===== src/rtl/gen_stream_pacer.sv =====
// Ingress pacer for the generator: buffers pixels in a FIFO and re-emits them as
// single-cycle pulses separated by programmable pixel/row gaps, tracking row/column.
module gen_stream_pacer #(
  parameter int DATA_WIDTH = 16,
  parameter int FIFO_DEPTH = 16,
  parameter int ROW_LEN    = 8,
  parameter int NUM_ROWS   = 8,
  parameter int GAP_W      = 16,
  localparam int COL_W     = (ROW_LEN  > 1) ? $clog2(ROW_LEN)  : 1,
  localparam int ROW_W     = (NUM_ROWS > 1) ? $clog2(NUM_ROWS) : 1
) (
  input  logic                         clk,
  input  logic                         rst,
  input  logic                         en,
  input  logic [GAP_W-1:0]             cfg_pix_gap,
  input  logic [GAP_W-1:0]             cfg_row_gap,
  input  logic                         s_valid,
  output logic                         s_ready,
  input  logic signed [DATA_WIDTH-1:0] s_data,
  output logic                         m_valid,
  output logic signed [DATA_WIDTH-1:0] m_data,
  output logic [COL_W-1:0]             m_col,
  output logic [ROW_W-1:0]             m_row,
  output logic                         busy,
  output logic                         frame_done,
  output logic [1:0]                   dbg_state
);

  localparam int PTR_W = (FIFO_DEPTH > 1) ? $clog2(FIFO_DEPTH) : 1;
  localparam int CNT_W = PTR_W + 1;

  typedef enum logic [1:0] {
    ST_IDLE = 2'd0,
    ST_EMIT = 2'd1,
    ST_GAP  = 2'd2
  } state_t;

  // Handshake: a pixel transfers on every rising edge where s_valid && s_ready;
  // s_ready is registered and never depends on s_valid. m_valid is a
  // one-cycle pulse with no back-pressure from the consumer.

  logic signed [DATA_WIDTH-1:0] r_mem [FIFO_DEPTH];
  logic [PTR_W-1:0]             r_wr_ptr;
  logic [PTR_W-1:0]             r_rd_ptr;
  logic [CNT_W-1:0]             r_count;
  logic                         r_s_ready;

  state_t                       r_state;
  logic [GAP_W-1:0]             r_gap_len;
  logic [GAP_W-1:0]             r_gap_cnt;
  logic                         r_last_frame;
  logic [COL_W-1:0]             r_col;
  logic [ROW_W-1:0]             r_row;
  logic                         r_m_valid;
  logic signed [DATA_WIDTH-1:0] r_m_data;
  logic [COL_W-1:0]             r_m_col;
  logic [ROW_W-1:0]             r_m_row;
  logic                         r_frame_done;

  logic                         w_push;
  logic                         w_pop;
  logic                         w_avail;
  logic                         w_slot_free;
  logic                         w_start;
  logic                         w_col_last;
  logic                         w_row_last;
  logic [GAP_W-1:0]             w_gap_sel;
  logic [CNT_W-1:0]             w_next_count;

  assign w_push     = s_valid && r_s_ready;
  assign w_avail    = en && (r_count != '0);
  assign w_col_last = (r_col == COL_W'(ROW_LEN - 1));
  assign w_row_last = (r_row == ROW_W'(NUM_ROWS - 1));
  assign w_gap_sel  = w_col_last ? cfg_row_gap : cfg_pix_gap;

  // A new pulse may start once the previous pulse and its whole gap are over.
  always_comb begin
    w_slot_free = 1'b0;
    case (r_state)
      ST_IDLE: w_slot_free = 1'b1;
      ST_EMIT: w_slot_free = (r_gap_len == '0);
      ST_GAP:  w_slot_free = (r_gap_cnt == '0);
      default: w_slot_free = 1'b0;
    endcase
  end

  assign w_start = w_avail && w_slot_free;
  assign w_pop   = w_start;

  always_comb begin
    w_next_count = r_count;
    case ({w_push, w_pop})
      2'b10:   w_next_count = r_count + CNT_W'(1);
      2'b01:   w_next_count = r_count - CNT_W'(1);
      default: w_next_count = r_count;
    endcase
  end

  always_ff @(posedge clk) begin
    if (w_push) begin
      r_mem[r_wr_ptr] <= s_data;
    end
  end

  always_ff @(posedge clk or posedge rst) begin
    if (rst) begin
      r_wr_ptr  <= '0;
      r_rd_ptr  <= '0;
      r_count   <= '0;
      r_s_ready <= 1'b0;
    end else begin
      if (w_push) begin
        r_wr_ptr <= r_wr_ptr + PTR_W'(1);
      end
      if (w_pop) begin
        r_rd_ptr <= r_rd_ptr + PTR_W'(1);
      end
      r_count   <= w_next_count;
      r_s_ready <= (w_next_count < CNT_W'(FIFO_DEPTH));
    end
  end

  // The pop, data capture, position advance and gap latch all happen on the
  // edge that enters EMIT, so the EMIT cycle itself carries the pulse.
  always_ff @(posedge clk or posedge rst) begin
    if (rst) begin
      r_state      <= ST_IDLE;
      r_gap_len    <= '0;
      r_gap_cnt    <= '0;
      r_last_frame <= 1'b0;
      r_col        <= '0;
      r_row        <= '0;
      r_m_valid    <= 1'b0;
      r_m_data     <= '0;
      r_m_col      <= '0;
      r_m_row      <= '0;
      r_frame_done <= 1'b0;
    end else begin
      r_m_valid    <= 1'b0;
      r_frame_done <= 1'b0;
      case (r_state)
        ST_IDLE: begin
        end
        ST_EMIT: begin
          if (r_gap_len != '0) begin
            r_state   <= ST_GAP;
            r_gap_cnt <= r_gap_len - GAP_W'(1);
          end else begin
            r_frame_done <= r_last_frame;
            if (!w_start) begin
              r_state <= ST_IDLE;
            end
          end
        end
        ST_GAP: begin
          if (r_gap_cnt == '0) begin
            r_frame_done <= r_last_frame;
            if (!w_start) begin
              r_state <= ST_IDLE;
            end
          end else begin
            r_gap_cnt <= r_gap_cnt - GAP_W'(1);
          end
        end
        default: r_state <= ST_IDLE;
      endcase

      if (w_start) begin
        r_state      <= ST_EMIT;
        r_m_valid    <= 1'b1;
        r_m_data     <= r_mem[r_rd_ptr];
        r_m_col      <= r_col;
        r_m_row      <= r_row;
        r_gap_len    <= w_gap_sel;
        r_last_frame <= w_col_last && w_row_last;
        if (w_col_last) begin
          r_col <= '0;
          r_row <= w_row_last ? '0 : r_row + ROW_W'(1);
        end else begin
          r_col <= r_col + COL_W'(1);
        end
      end
    end
  end

  assign s_ready    = r_s_ready;
  assign m_valid    = r_m_valid;
  assign m_data     = r_m_data;
  assign m_col      = r_m_col;
  assign m_row      = r_m_row;
  assign frame_done = r_frame_done;
  assign busy       = (r_state != ST_IDLE) || (r_count != '0);
  assign dbg_state  = r_state;

endmodule


===== config.mk =====
export PLATFORM = sky130hd
export DESIGN_NAME = gen_stream_pacer
export DESIGN_NICKNAME = d
export VERILOG_FILES = /design/src/rtl/gen_stream_pacer.sv
export SDC_FILE = /design/constraint.sdc
export NUM_CORES = 1
export LEC_CHECK = 0
export BUFFER_PORTS_ARGS = -buffer_cell sky130_fd_sc_hd__buf_4
export CORE_MARGIN = 2
export CORE_UTILIZATION = 30
export DETAILED_ROUTE_END_ITERATION = 8
export GPL_TIMING_DRIVEN = 0
export SLEW_MARGIN = 0
export SYNTH_ARGS = -nofsm -noshare
export SYNTH_HDL_FRONTEND = slang
export SYNTH_SLANG_ARGS = --single-unit

===== constraint.sdc =====
create_clock -name clk -period 5 [get_ports clk]
set_clock_uncertainty 0.1 [all_clocks]
set_input_delay 0.5 -clock clk [delete_from_list [all_inputs] [get_ports clk]]
set_output_delay 0.5 -clock clk [all_outputs]
set_load 0.02 [all_outputs]

==> metrics <==
status complete, no violations; GRT Overall Usage 0.1331; layout cell share with drive strength beyond 1 0.3326; Final TNS setup 0 ns; CP startpoint kind flip-flop; worst slew pin tran 1.006 ns; worst path cell trace inv_1 > ha_1 > buf_2 > clkbuf_1 > buf_1 > buf_2 > mux2i_1 > ha_1 > clkbuf_1 > o221ai_2 > or3_1 > o31ai_1 > a221o_1; later-pin clock latency in the skew report 0.53 ns; Leak 0.005939 uW; FF-to-FF path depth 13; Setup WS post-layout 0.6335 ns; Detailed Routing Iterations Pass 1 5; Yosys cell types 68; worst-path maximum fanout 10; prevailing post-synth register cell edfxtp_1; Synth warnings 0; Avg Cell Area, Syn 18.36 um2; final setup fails 0; crit path time final 4.366 ns; CTS tree yes; required time of the worst setup path 5.36 ns; Final Wtd Congestion 0.8344; Area growth, synth to finish 20.43%; Root Buffer clkbuf_16; setup repair bufs after CTS 0; Post-Place Setup Slack 0.6763 ns; WP data arrival 4.73 ns; Clock Tree Buf Depth 3; largest area contributor in the netlist edfxtp_1; Final nets 987; remaining antenna violation count 0; achievable clock frequency 229.0 MHz; worst vdd ir 273.6 uV; Post-CTS Hold Buffers 1; CP peak stage delay 0.47 ns; H-tree levels 2; diode count 0; core area 46,750 um2; number of global-route vias before repair 7,932; mapped cell area 14,260 um2; initial antenna violation count 2; Max Slew Vio Count 0; count leader, synth edfxtp_1; Crit. End Element flip-flop; DRC violations left 0; Die Ht 222.1 um; worst hold start s_data[10]; DR iter-0 viols 801; filler instances 4,290; max-cap violations 0; compound-cell area share of the yosys netlist 0.03868; hpwl dp 22,130 um; Post-synth ARST share 0.2358; buffers added on ports 79; Reg-to-Reg End r_gap_cnt[8]; worst hold path depth 1; Commonest cells post-synth edfxtp_1, mux4_2, dfrtp_1; area fraction in and, or, nand and nor cells after synthesis 0.04965; FF-to-FF setup slack 0.63 ns; via count 7,723; adder-cell share of the synthesized area 0.01719; largest net degree at the start of global routing 69; drt wl/cell 21.10 um; placed cell count 1,483; Crit-path slowest cell buf_1; initial core utilization 0.3051; clock-pin slew on the worst setup and hold paths 0.06 ns; die footprint 49,310 um2; final cell count without fillers 1,551; XOR/XNOR Fraction of Synth Area 0.009825; Hold Violations, Final 0; Vias per Instance 4.979; post-cts gate resize count 0; GR Overflow Total 0; crit path kind flip-flop to flip-flop; Post-synth EDFFs 256; Hold EP r_mem[7][10]; relative slew slack 0.3293; combinational family with the most area after synthesis multiplexers; post-route clock period utilization 0.8733; Total Wirelength 32,730 um; post-synthesis mux area share 0.1868; RSZ-0062 raised after global routing false; Die X 222.1 um; syn nets 848; worst hold path type input pin to flip-flop; Mapped Cells 777; Yosys top cell area share 0.5389; sequential share of the synthesized area 0.6775; I/O Pins 80; Reg-to-Reg Start dbg_state[0]; global-route wire length before repair 49,840 um; Num CTS Buffers 37; std cell rows 79; top cells by area, synth edfxtp_1, dfrtp_1, mux4_2; clk sinks 335; Power per Cell Area 575.0 nW/um2; Synth Register Bits 335
-- cells in the final DEF, fill, tap and decap left out, types with 10 or more instances in the layout --
cell type,Yosys,final
edfxtp_1,256,256
mux4_2,80,80
buf_4,1,80
dfrtp_1,79,79
clkbuf_16,0,38
clkbuf_1,16,28
mux2_2,27,27
mux2_1,26,26
nand2_1,24,24
nor2_1,34,22
o21ai_0,20,20
ha_1,18,18
buf_6,8,14
a21oi_1,13,13
inv_1,13,12
nor2_2,0,12
mux2_4,11,11
xnor2_1,11,11
mux2i_1,10,10
-- per-layer routing --
layer	routed length, um	vias up	share of wire	GRT usage
met5	18	-	0.00055	0
met4	695	4	0.021	0.03357
met3	1774	54	0.054	0.02743
met2	15910	225	0.49	0.2219
met1	14330	4029	0.44	0.1779
li1	-	3411	-	-
-- where the power goes --
part           switching [uW]  internal, uW  leakage [uW]
combinational            1770          1670       0.00212
sequential                354          3460       0.00326
clock                    1110          1520      0.000561
total                    3230          6650       0.00594
-- area by class of cell --
type | count | area [um2] | area share
Tap cell | 607 | 759.5 | 0.04421
Buffer | 37 | 229.0 | 0.01333
Timing Repair Buffer | 100 | 943.4 | 0.05492
Clock inverter | 17 | 162.7 | 0.009469
Multi-Input combinational cell | 390 | 4359 | 0.2538
Inverter | 15 | 63.81 | 0.003715
Sequential cell | 335 | 9664 | 0.5626
Clock buffer | 50 | 996.0 | 0.05798
-- worst max-delay path, delay by kind of cell, from the launching register on --
kind / cells / cell delay [ns]
AO/OA/AOI/OAI: 3 / 0.71
adder cells (fa/ha/maj): 2 / 0.44
buffers and inverters: 6 / 1.96
flip-flops: 1 / 0.43
multiplexers: 1 / 0.23
AND/OR/NAND/NOR: 1 / 0.42
-- metrics by stage --
step	power, uW	util	area, um2	hold WS [ns]
3_3_place_gp	7216	0.3340	15620	0.3793
6_report	9878	0.3674	17180	0.1671
2_1_floorplan	6205	-	14260	0.3766
5_1_grt	10410	0.3674	17180	0.1588
4_1_cts	10020	0.3674	17180	0.1474
3_5_place_dp	7362	0.3424	16010	0.3635
-- flip-flops by register name (all words and copies together), names as in the netlist, 2 cells and up, named ones only --
signal and cells:
r_mem 256, m_data 16, r_gap_cnt 16, r_gap_len 16, r_count 4, r_rd_ptr 4, r_wr_ptr 4, m_col 3
m_row 3, r_col 3, r_row 3, dbg_state 2
-- worst max path at each step --
stage	slack, ns	start	to
after global routing	0.36	dbg_state[0]	r_gap_cnt[10]
after floorplan	1.55	dbg_state[0]	r_gap_cnt[8]
after CTS	0.66	dbg_state[0]	r_gap_cnt[10]
after global placement	0.77	dbg_state[0]	r_gap_cnt[8]
after detailed placement	0.68	dbg_state[0]	r_gap_cnt[10]
final	0.63	dbg_state[0]	r_gap_cnt[8]
-- cell families (layout without fill, tap and decap cells) --
kind of cell | count (synthesis) | count (layout)
xor+xnor | 16 | 16
simple gates | 124 | 124
buf+inv | 52 | 219
compound gates | 77 | 77
flops | 335 | 335
fa+ha+maj | 19 | 19
mux | 154 | 154
Note: power is estimated with default switching activity, not from simulation.
